==> config.mk <==
export PLATFORM = sky130hd
export DESIGN_NAME = apb_acc_master
export DESIGN_NICKNAME = d
export VERILOG_FILES = /design/src/rtl/apb_acc_master.sv
export SDC_FILE = /design/constraint.sdc
export NUM_CORES = 1
export LEC_CHECK = 0
export BUFFER_PORTS_ARGS = -buffer_cell sky130_fd_sc_hd__buf_4
export CAP_MARGIN = 30
export CORE_UTILIZATION = 55
export DETAILED_ROUTE_END_ITERATION = 10
export GPL_TIMING_DRIVEN = 0
export PLACE_DENSITY = 0.79
export SYNTH_ARGS = -nofsm -noshare
export SYNTH_HDL_FRONTEND = slang
export SYNTH_SLANG_ARGS = --single-unit
==> constraint.sdc <==
create_clock -name clk -period 5.85 [get_ports clk]
set_clock_uncertainty 0.2 [all_clocks]
set_input_delay 0 -clock clk [delete_from_list [all_inputs] [get_ports clk]]
set_output_delay 0 -clock clk [all_outputs]
set_load 0.03 [all_outputs]
==> src/rtl/apb_acc_master.sv <==
// APB initiator: queues local read/write commands in a FIFO and issues them one at a time,
// returning one response per command. Optional access timeout under APB_MST_TIMEOUT_EN.
module apb_acc_master #(
  parameter int unsigned APB_ADDR_WIDTH = 12,
  parameter int unsigned FIFO_DEPTH     = 4,
  parameter int unsigned TIMEOUT_CYCLES = 255
) (
  input  logic                      clk,
  input  logic                      rst,
  input  logic                      cmd_valid,
  output logic                      cmd_ready,
  input  logic                      cmd_write,
  input  logic [APB_ADDR_WIDTH-1:0] cmd_addr,
  input  logic [31:0]               cmd_wdata,
  output logic                      rsp_valid,
  input  logic                      rsp_ready,
  output logic                      rsp_write,
  output logic [31:0]               rsp_rdata,
  output logic                      rsp_err,
  output logic                      busy,
  output logic [APB_ADDR_WIDTH-1:0] PADDR,
  output logic [31:0]               PWDATA,
  output logic                      PWRITE,
  output logic                      PSEL,
  output logic                      PENABLE,
  input  logic [31:0]               PRDATA,
  input  logic                      PREADY,
  input  logic                      PSLVERR
);

  localparam int unsigned PtrW   = $clog2(FIFO_DEPTH);
  localparam int unsigned EntryW = APB_ADDR_WIDTH + 33;
  localparam logic [PtrW:0] PtrOne = 1;

  typedef enum logic [1:0] {StIdle, StSetup, StAccess} state_e;

  state_e state_q, state_d;

  logic [EntryW-1:0] fifo_mem [FIFO_DEPTH];
  logic [EntryW-1:0] head;
  logic [PtrW:0]     wr_ptr_q, rd_ptr_q;
  logic              empty, full, push, pop;
  logic              timeout, complete;

  // Extra pointer bit distinguishes full from empty.
  assign empty     = (wr_ptr_q == rd_ptr_q);
  assign full      = (wr_ptr_q[PtrW] != rd_ptr_q[PtrW]) &&
                     (wr_ptr_q[PtrW-1:0] == rd_ptr_q[PtrW-1:0]);
  assign cmd_ready = !full && !rst;
  assign push      = cmd_valid && cmd_ready;
  assign head      = fifo_mem[rd_ptr_q[PtrW-1:0]];

  always_ff @(posedge clk) begin
    if (rst) begin
      wr_ptr_q <= '0;
      rd_ptr_q <= '0;
    end else begin
      if (push) wr_ptr_q <= wr_ptr_q + PtrOne;
      if (pop)  rd_ptr_q <= rd_ptr_q + PtrOne;
    end
  end

  always_ff @(posedge clk) begin
    if (push) fifo_mem[wr_ptr_q[PtrW-1:0]] <= {cmd_write, cmd_addr, cmd_wdata};
  end

`ifdef APB_MST_TIMEOUT_EN
  localparam int unsigned CntW = $clog2(TIMEOUT_CYCLES + 1);

  logic [CntW-1:0] to_cnt_q;

  always_ff @(posedge clk) begin
    if (rst || state_q == StSetup) begin
      to_cnt_q <= '0;
    end else if (state_q == StAccess && !PREADY) begin
      to_cnt_q <= to_cnt_q + CntW'(1);
    end
  end

  // Fires on the last permitted stalled ACCESS cycle so the transfer ends at that edge.
  assign timeout = (state_q == StAccess) && !PREADY &&
                   (to_cnt_q == CntW'(TIMEOUT_CYCLES - 1));
`else
  logic unused_timeout_cfg;
  assign unused_timeout_cfg = |TIMEOUT_CYCLES;
  assign timeout = 1'b0;
`endif

  assign complete = (state_q == StAccess) && (PREADY || timeout);

  always_comb begin
    state_d = state_q;
    pop     = 1'b0;
    unique case (state_q)
      StIdle: begin
        if (!empty && (!rsp_valid || rsp_ready)) begin
          state_d = StSetup;
          pop     = 1'b1;
        end
      end
      StSetup: state_d = StAccess;
      StAccess: begin
        // The slot fills on this edge, so chaining needs the consumer ready now.
        if (complete) begin
          if (!empty && rsp_ready) begin
            state_d = StSetup;
            pop     = 1'b1;
          end else begin
            state_d = StIdle;
          end
        end
      end
      default: state_d = StIdle;
    endcase
  end

  always_ff @(posedge clk) begin
    if (rst) state_q <= StIdle;
    else     state_q <= state_d;
  end

  always_ff @(posedge clk) begin
    if (rst) begin
      PADDR  <= '0;
      PWRITE <= 1'b0;
      PWDATA <= '0;
    end else if (pop) begin
      PWRITE <= head[EntryW-1];
      PADDR  <= head[EntryW-2 -: APB_ADDR_WIDTH];
      PWDATA <= head[EntryW-1] ? head[31:0] : 32'h0;
    end else if (state_d == StIdle) begin
      PADDR  <= '0;
      PWRITE <= 1'b0;
      PWDATA <= '0;
    end
  end

  assign PSEL    = (state_q != StIdle);
  assign PENABLE = (state_q == StAccess);

  always_ff @(posedge clk) begin
    if (rst) begin
      rsp_valid <= 1'b0;
      rsp_write <= 1'b0;
      rsp_err   <= 1'b0;
      rsp_rdata <= '0;
    end else if (complete) begin
      rsp_valid <= 1'b1;
      rsp_write <= PWRITE;
      rsp_err   <= PREADY ? PSLVERR : 1'b1;
      rsp_rdata <= (!PWRITE && PREADY && !PSLVERR) ? PRDATA : 32'h0;
    end else if (rsp_ready) begin
      rsp_valid <= 1'b0;
    end
  end

  assign busy = !empty || (state_q != StIdle) || rsp_valid;

endmodule

-- Word level (Yosys, flattened, before mapping)
Memory sizes are Yosys's and may differ from the RTL's. A register that Yosys moved wholly into a read port is not among the register bits.
Cells that the tools add are included.
- add/sub/neg operators: 2
- eq/ne operators: 5
- multiplexer cells: 23
- reduce and logical (&&, ||, !) cells: 22
- operators by type and width (cell ; number):
    $mux 32 ; 4
    $mux 12 ; 2
    $mux 1 ; 11
    $logic_and 1x1->1 ; 8
    $mux 2 ; 4
    $add 3x1->3 const B ; 2
    $logic_not 1->1 ; 6
    $pmux 2 s3 ; 1
    $reduce_bool 2->1 ; 3
    $logic_not 2->1 ; 2
    $eq 3x3->1 ; 1
    $logic_or 1x1->1 ; 3
    $eq 2x1->1 const B ; 1
    $eq 2x2->1 ; 1
    $eq 2x2->1 const B ; 1
    $pmux 1 s2 ; 1
    $ne 1x1->1 ; 1
- register bits: 88
- bits in writable memories: 180
- output and inout port bits: 84
- logic and storage cells: 63
- memories: 1
- memories (name ; depth ; width ; rd ports ; clocked after Yosys merged registers in ; write ports ; line ; source):
    fifo_mem ; 4 ; 45 ; 1 ; 1 ; 1 ; 39 ; logic [EntryW-1:0] fifo_mem [FIFO_DEPTH];

-- Depth between registers and ports, before layout
- depth after elaboration: 9
- mapped depth: 6
- mapped depth without buffers: 4

-- Worst setup path before layout
OpenSTA, ideal clock, no wires.
- path kind: register to register
- from: reg wr_ptr_q[1]
- to: mem fifo_mem[3][0] (netlist bit), enable pin
- setup time: 503 ps
- arrival: 3892 ps
- data required time: 5147 ps
- path slack: 1254 ps
- stages on the path, launching flop included: 4
- path buffers: 0
- clock period less this slack: 4596 ps
- path through: dfxtp_1 > xor2_2 > o31ai_2 > nor3_1
- cells in the longest elaborated chain, start to end: 7
- RTL lines (what ; line ; source):
    from (decl) ; 41 ; logic [PtrW:0] wr_ptr_q, rd_ptr_q;
    from (signal assigned) ; 58 ; if (push) wr_ptr_q <= wr_ptr_q + PtrOne;
    $eq 2x2->1 ; 48 ; (wr_ptr_q[PtrW-1:0] == rd_ptr_q[PtrW-1:0]);
    $logic_and 1x1->1 ; 47 ; assign full = (wr_ptr_q[PtrW] != rd_ptr_q[PtrW]) &&
    $logic_not 1->1 ; 49 ; assign cmd_ready = !full && !rst;
    $logic_and 1x1->1 ; 49 ;
    $logic_and 1x1->1 ; 50 ; assign push = cmd_valid && cmd_ready;
    $mux 1 ; 64 ; if (push) fifo_mem[wr_ptr_q[PtrW-1:0]] <= {cmd_write, cmd_addr, cmd_wdata};
    $mux 1 (implied by the code) ; 64 ;
    to (decl) ; 39 ;
Several ways; a longest one is shown, not always the timed one.

-- Worst setup path after layout
- from: reg state_q[0]
- to: reg rsp_rdata[1]
- cells in the longest elaborated chain, start to end: 2
- RTL lines (what ; line ; source):
    from (decl) ; 37 ; state_e state_q, state_d;
    from (signal assigned) ; 118 ; if (rst) state_q <= StIdle;
    from (signal assigned) ; 119 ; else state_q <= state_d;
    $eq 2x2->1 ; 89 ; assign complete = (state_q == StAccess) && (PREADY || timeout);
    $logic_and 1x1->1 ; 89 ;
    to (signal assigned) ; 151 ; rsp_rdata <= (!PWRITE && PREADY && !PSLVERR) ? PRDATA : 32'h0;
    to (decl) ; 18 ; output logic [31:0] rsp_rdata,
Every way passes these cells.
A chain may end at the register's enable or synchronous reset.

==> results.yml <==
run_status:
  status: "completed"
timing:
  slew_headroom_pct: 54.4
  max_freq_mhz: 404
  slew_violations: 0
  worstMarginPinSlew_ps: 683
  rsz0062_at_grt: "false"
  min_period_ps: 2470
  fin_crit_sh_pct: 42.3
  setup_viol: 0
  finalHoldViolCount: 0
  whs_ps: 19.8
clock_network:
  cts_tree: "built"
  clk_path_buf_depth: 3
  numCtsBuffers: 26
  cts_setup_buffers: 0
  clkTransAtPathRegs_ps: 60
  cts_resized: 0
  insertion_delay_ps: 520
  clock_sinks: 270
  htree_levels: 1
  cts_root_buf: "clkbuf_16"
critical_path:
  cp.buffers_inverters: 3
  worstPathCellList: "nand3b_1, clkbuf_1, clkbuf_1, a22oi_1, dlygate4sd3_1, nor2_1"
  critPathRequiredTime_ps: 6100
  crit_type: "flip-flop to flip-flop"
  path_delay_family: "buffers and inverters"
  cp_common_cell: "clkbuf_1"
  slowest_stage: "dlygate4sd3_1"
  slowest_delay_ps: 600
  cp-end-kind: "flip-flop"
  cp_max_fo: 10
  cp-start-kind: "flip-flop"
  arrival_ps: 2720
floorplanning:
  fp.dieW_microns: 134
  initial_core_util_pct: 57.0
  fp.dieArea_sq_mm: 0.0180
  die_h_microns: 134
  num_rows: 47
  core_sq_mm: 0.0168
  io_pins: 167
routing:
  drc: 0
  drtIter0Drc: 378
  wl_microns: 21500
  drt-vias-per-instance: 5.57
  vias: 5874
  ant_nets: 0
  drtPass1Iterations: 5
  wl_per_cell_microns: 20.4
power:
  power.share.combinational_pct: 24.2
  pwr-share-seq_pct: 42.9
  leakagePower_nw: 4.87
  internal-power_mw: 3.87
  design_power_total_mw: 5.36
  swShare_pct: 27.8
  switching_power_mw: 1.49
  vdd_drop_max_mv: 0.319
  clockPowerShare_pct: 33.0
  power.density_mw_per_mm2: 408
cells_and_area:
  area_delta_synth_final_pct: 36.9
  fillers: 905
  finalNetCount: 902
  layout.cells.non_filler: 1054
  drive_above_1_share_pct: 34.9
  diodes: 0
yosys:
  ys_seq_area_share_pct: 75.2
  synth_fp_nets: 603
  ys_seq_elements: 270
  syn-cell-area_sq_mm: 0.00959
  async_flop_share_pct: 0
  synth_cells: 515
  yosysWarnings: 0
  synth-edff-count: 180
  synth_cell_types: 39
  dominantRegCellSynth: "edfxtp_1"
  avgSynthCellArea_sq_um: 18.6
run:
  cap_violations: 0
place:
  port_buffers: 166
  hpwl_microns: 12500
  dpl.cell_count: 909
  place.gp.congestion: 0.888
grt:
  grt_max_degree: 31
  track_usage_pct: 24.2
  grt_antenna_before_repair: 0
  grt_pass1_wl_microns: 33400
  grt_overflow: 0
  grt_pass1_vias: 6250
min_path:
  worstHoldPathType: "input pin to flip-flop"
==> what timing repair did <==
action,in CTS,in global routing
hold endpoints to repair,299,0
hold buffers,97,0
endpoints found under the setup margin,0,0
==> logic make-up after synthesis <==
family                   share of synthesized area, %
flip-flops                                       75.2
AO/OA/AOI/OAI                                    7.49
AND/OR/NAND/NOR                                  3.34
multiplexers                                     10.9
buffers and inverters                            1.87
adder cells (fa/ha/maj)                         0.652
XOR/XNOR                                        0.600
==> per-stage QoR <==
step	instance area, sq um	setup TNS (ps)	setup WS, ps	util [%]
after floorplan	9590	0	1250	-
after global placement	11100	-59240	-1320	66.1
after detailed placement	11200	0	3440	66.8
after CTS	13100	0	3420	78.0
after global routing	13100	0	3180	78.0
final	13100	0	3380	78.0
==> state kept, by name, indices dropped and copies added (netlist names), named ones only <==
register,count
rd_ptr_q,3
rsp_valid,1
rsp_err,1
rsp_rdata,32
PWRITE,1
rsp_write,1
wr_ptr_q,3
PWDATA,32
fifo_mem,180
state_q,2
PADDR,12
==> cell usage after synthesis (2+ instances only) <==
cell type  count  area (sq um)
a21oi_1        7          35.0
a22o_1        42           368
nor2_1        39           146
clkbuf_1      12          45.0
mux4_2        45          1010
dfxtp_1       90          1800
o21ai_0        3          15.0
a22oi_1       32           240
buf_6          3          33.8
nand2b_1       2          12.5
buf_2         10          50.1
inv_1          7          26.3
a32o_1         2          20.0
mux2i_1        3          30.0
and2_1         3          18.8
nor3_1         3          15.0
nor3_2         2          20.0
edfxtp_1     180          5410
or3_1          2          12.5
xor2_2         2          32.5
ha_1           5          62.6
buf_1          3          11.3
nor2b_1        2          12.5
==> layer usage <==
metal	up-vias	track usage (%)	part of all wire, %
li1	2645	-	-
met1	2942	30.8	41
met2	249	43.2	51
met3	38	4.08	6.1
met4	0	6.30	1.6
met5	-	0	0
==> power by group through the flow <==
stage                     logic [mW]  clock network, mW  registers (mW)
final                           1.30               1.77            2.30
after global routing            1.37               1.87            2.31
after CTS                       1.30               1.79            2.30
after detailed placement        1.24                  0            2.33
after global placement          1.20                  0            2.33
after floorplan                0.615                  0            2.52
==> cells in the final DEF (no fill, tap or decap), types with 2 or more instances in the layout <==
| cell type | count |
|---|---|
| a21oi_1 | 7 |
| a22o_1 | 42 |
| a22oi_1 | 32 |
| a32o_1 | 2 |
| and2_2 | 3 |
| buf_1 | 3 |
| buf_12 | 3 |
| buf_2 | 10 |
| buf_4 | 167 |
| buf_6 | 8 |
| bufinv_16 | 4 |
| clkbuf_1 | 19 |
| clkbuf_16 | 28 |
| clkbuf_2 | 4 |
| clkbuf_8 | 3 |
| clkinv_2 | 2 |
| dfxtp_1 | 90 |
| dlygate4sd3_1 | 97 |
| edfxtp_1 | 180 |
| ha_1 | 5 |
| inv_1 | 7 |
| mux2i_1 | 3 |
| mux4_2 | 45 |
| nand2b_1 | 2 |
| nor2_1 | 39 |
| nor2b_1 | 2 |
| nor3_1 | 2 |
| nor3_2 | 3 |
| o21ai_0 | 3 |
| or3_1 | 2 |
| xor2_2 | 2 |
==> cell type report <==
type                    count  area [sq um]  share of cell area (%)
well taps                 220           275                    2.10
inverters                   7          26.3                   0.200
flip-flops and latches    270          7210                    54.9
multi-input cells         208          2210                    16.8
plain buffers              30           153                    1.16
clock buffers              42           791                    6.02
repair buffers            271          2330                    17.8
clock inverters             6           130                   0.991
==> worst paths after layout <==
path                endpoint     startpoint  cells after the start  slack, ps
max             rsp_rdata[1]     state_q[0]                      6       3380
min          fifo_mem[0][21]  cmd_wdata[21]                      2         20
max reg2reg     rsp_rdata[1]     state_q[0]                      6       3380
min reg2reg        PWDATA[2]      PWDATA[2]                      1        280
No activity file was read; power rests on OpenSTA's default activity.
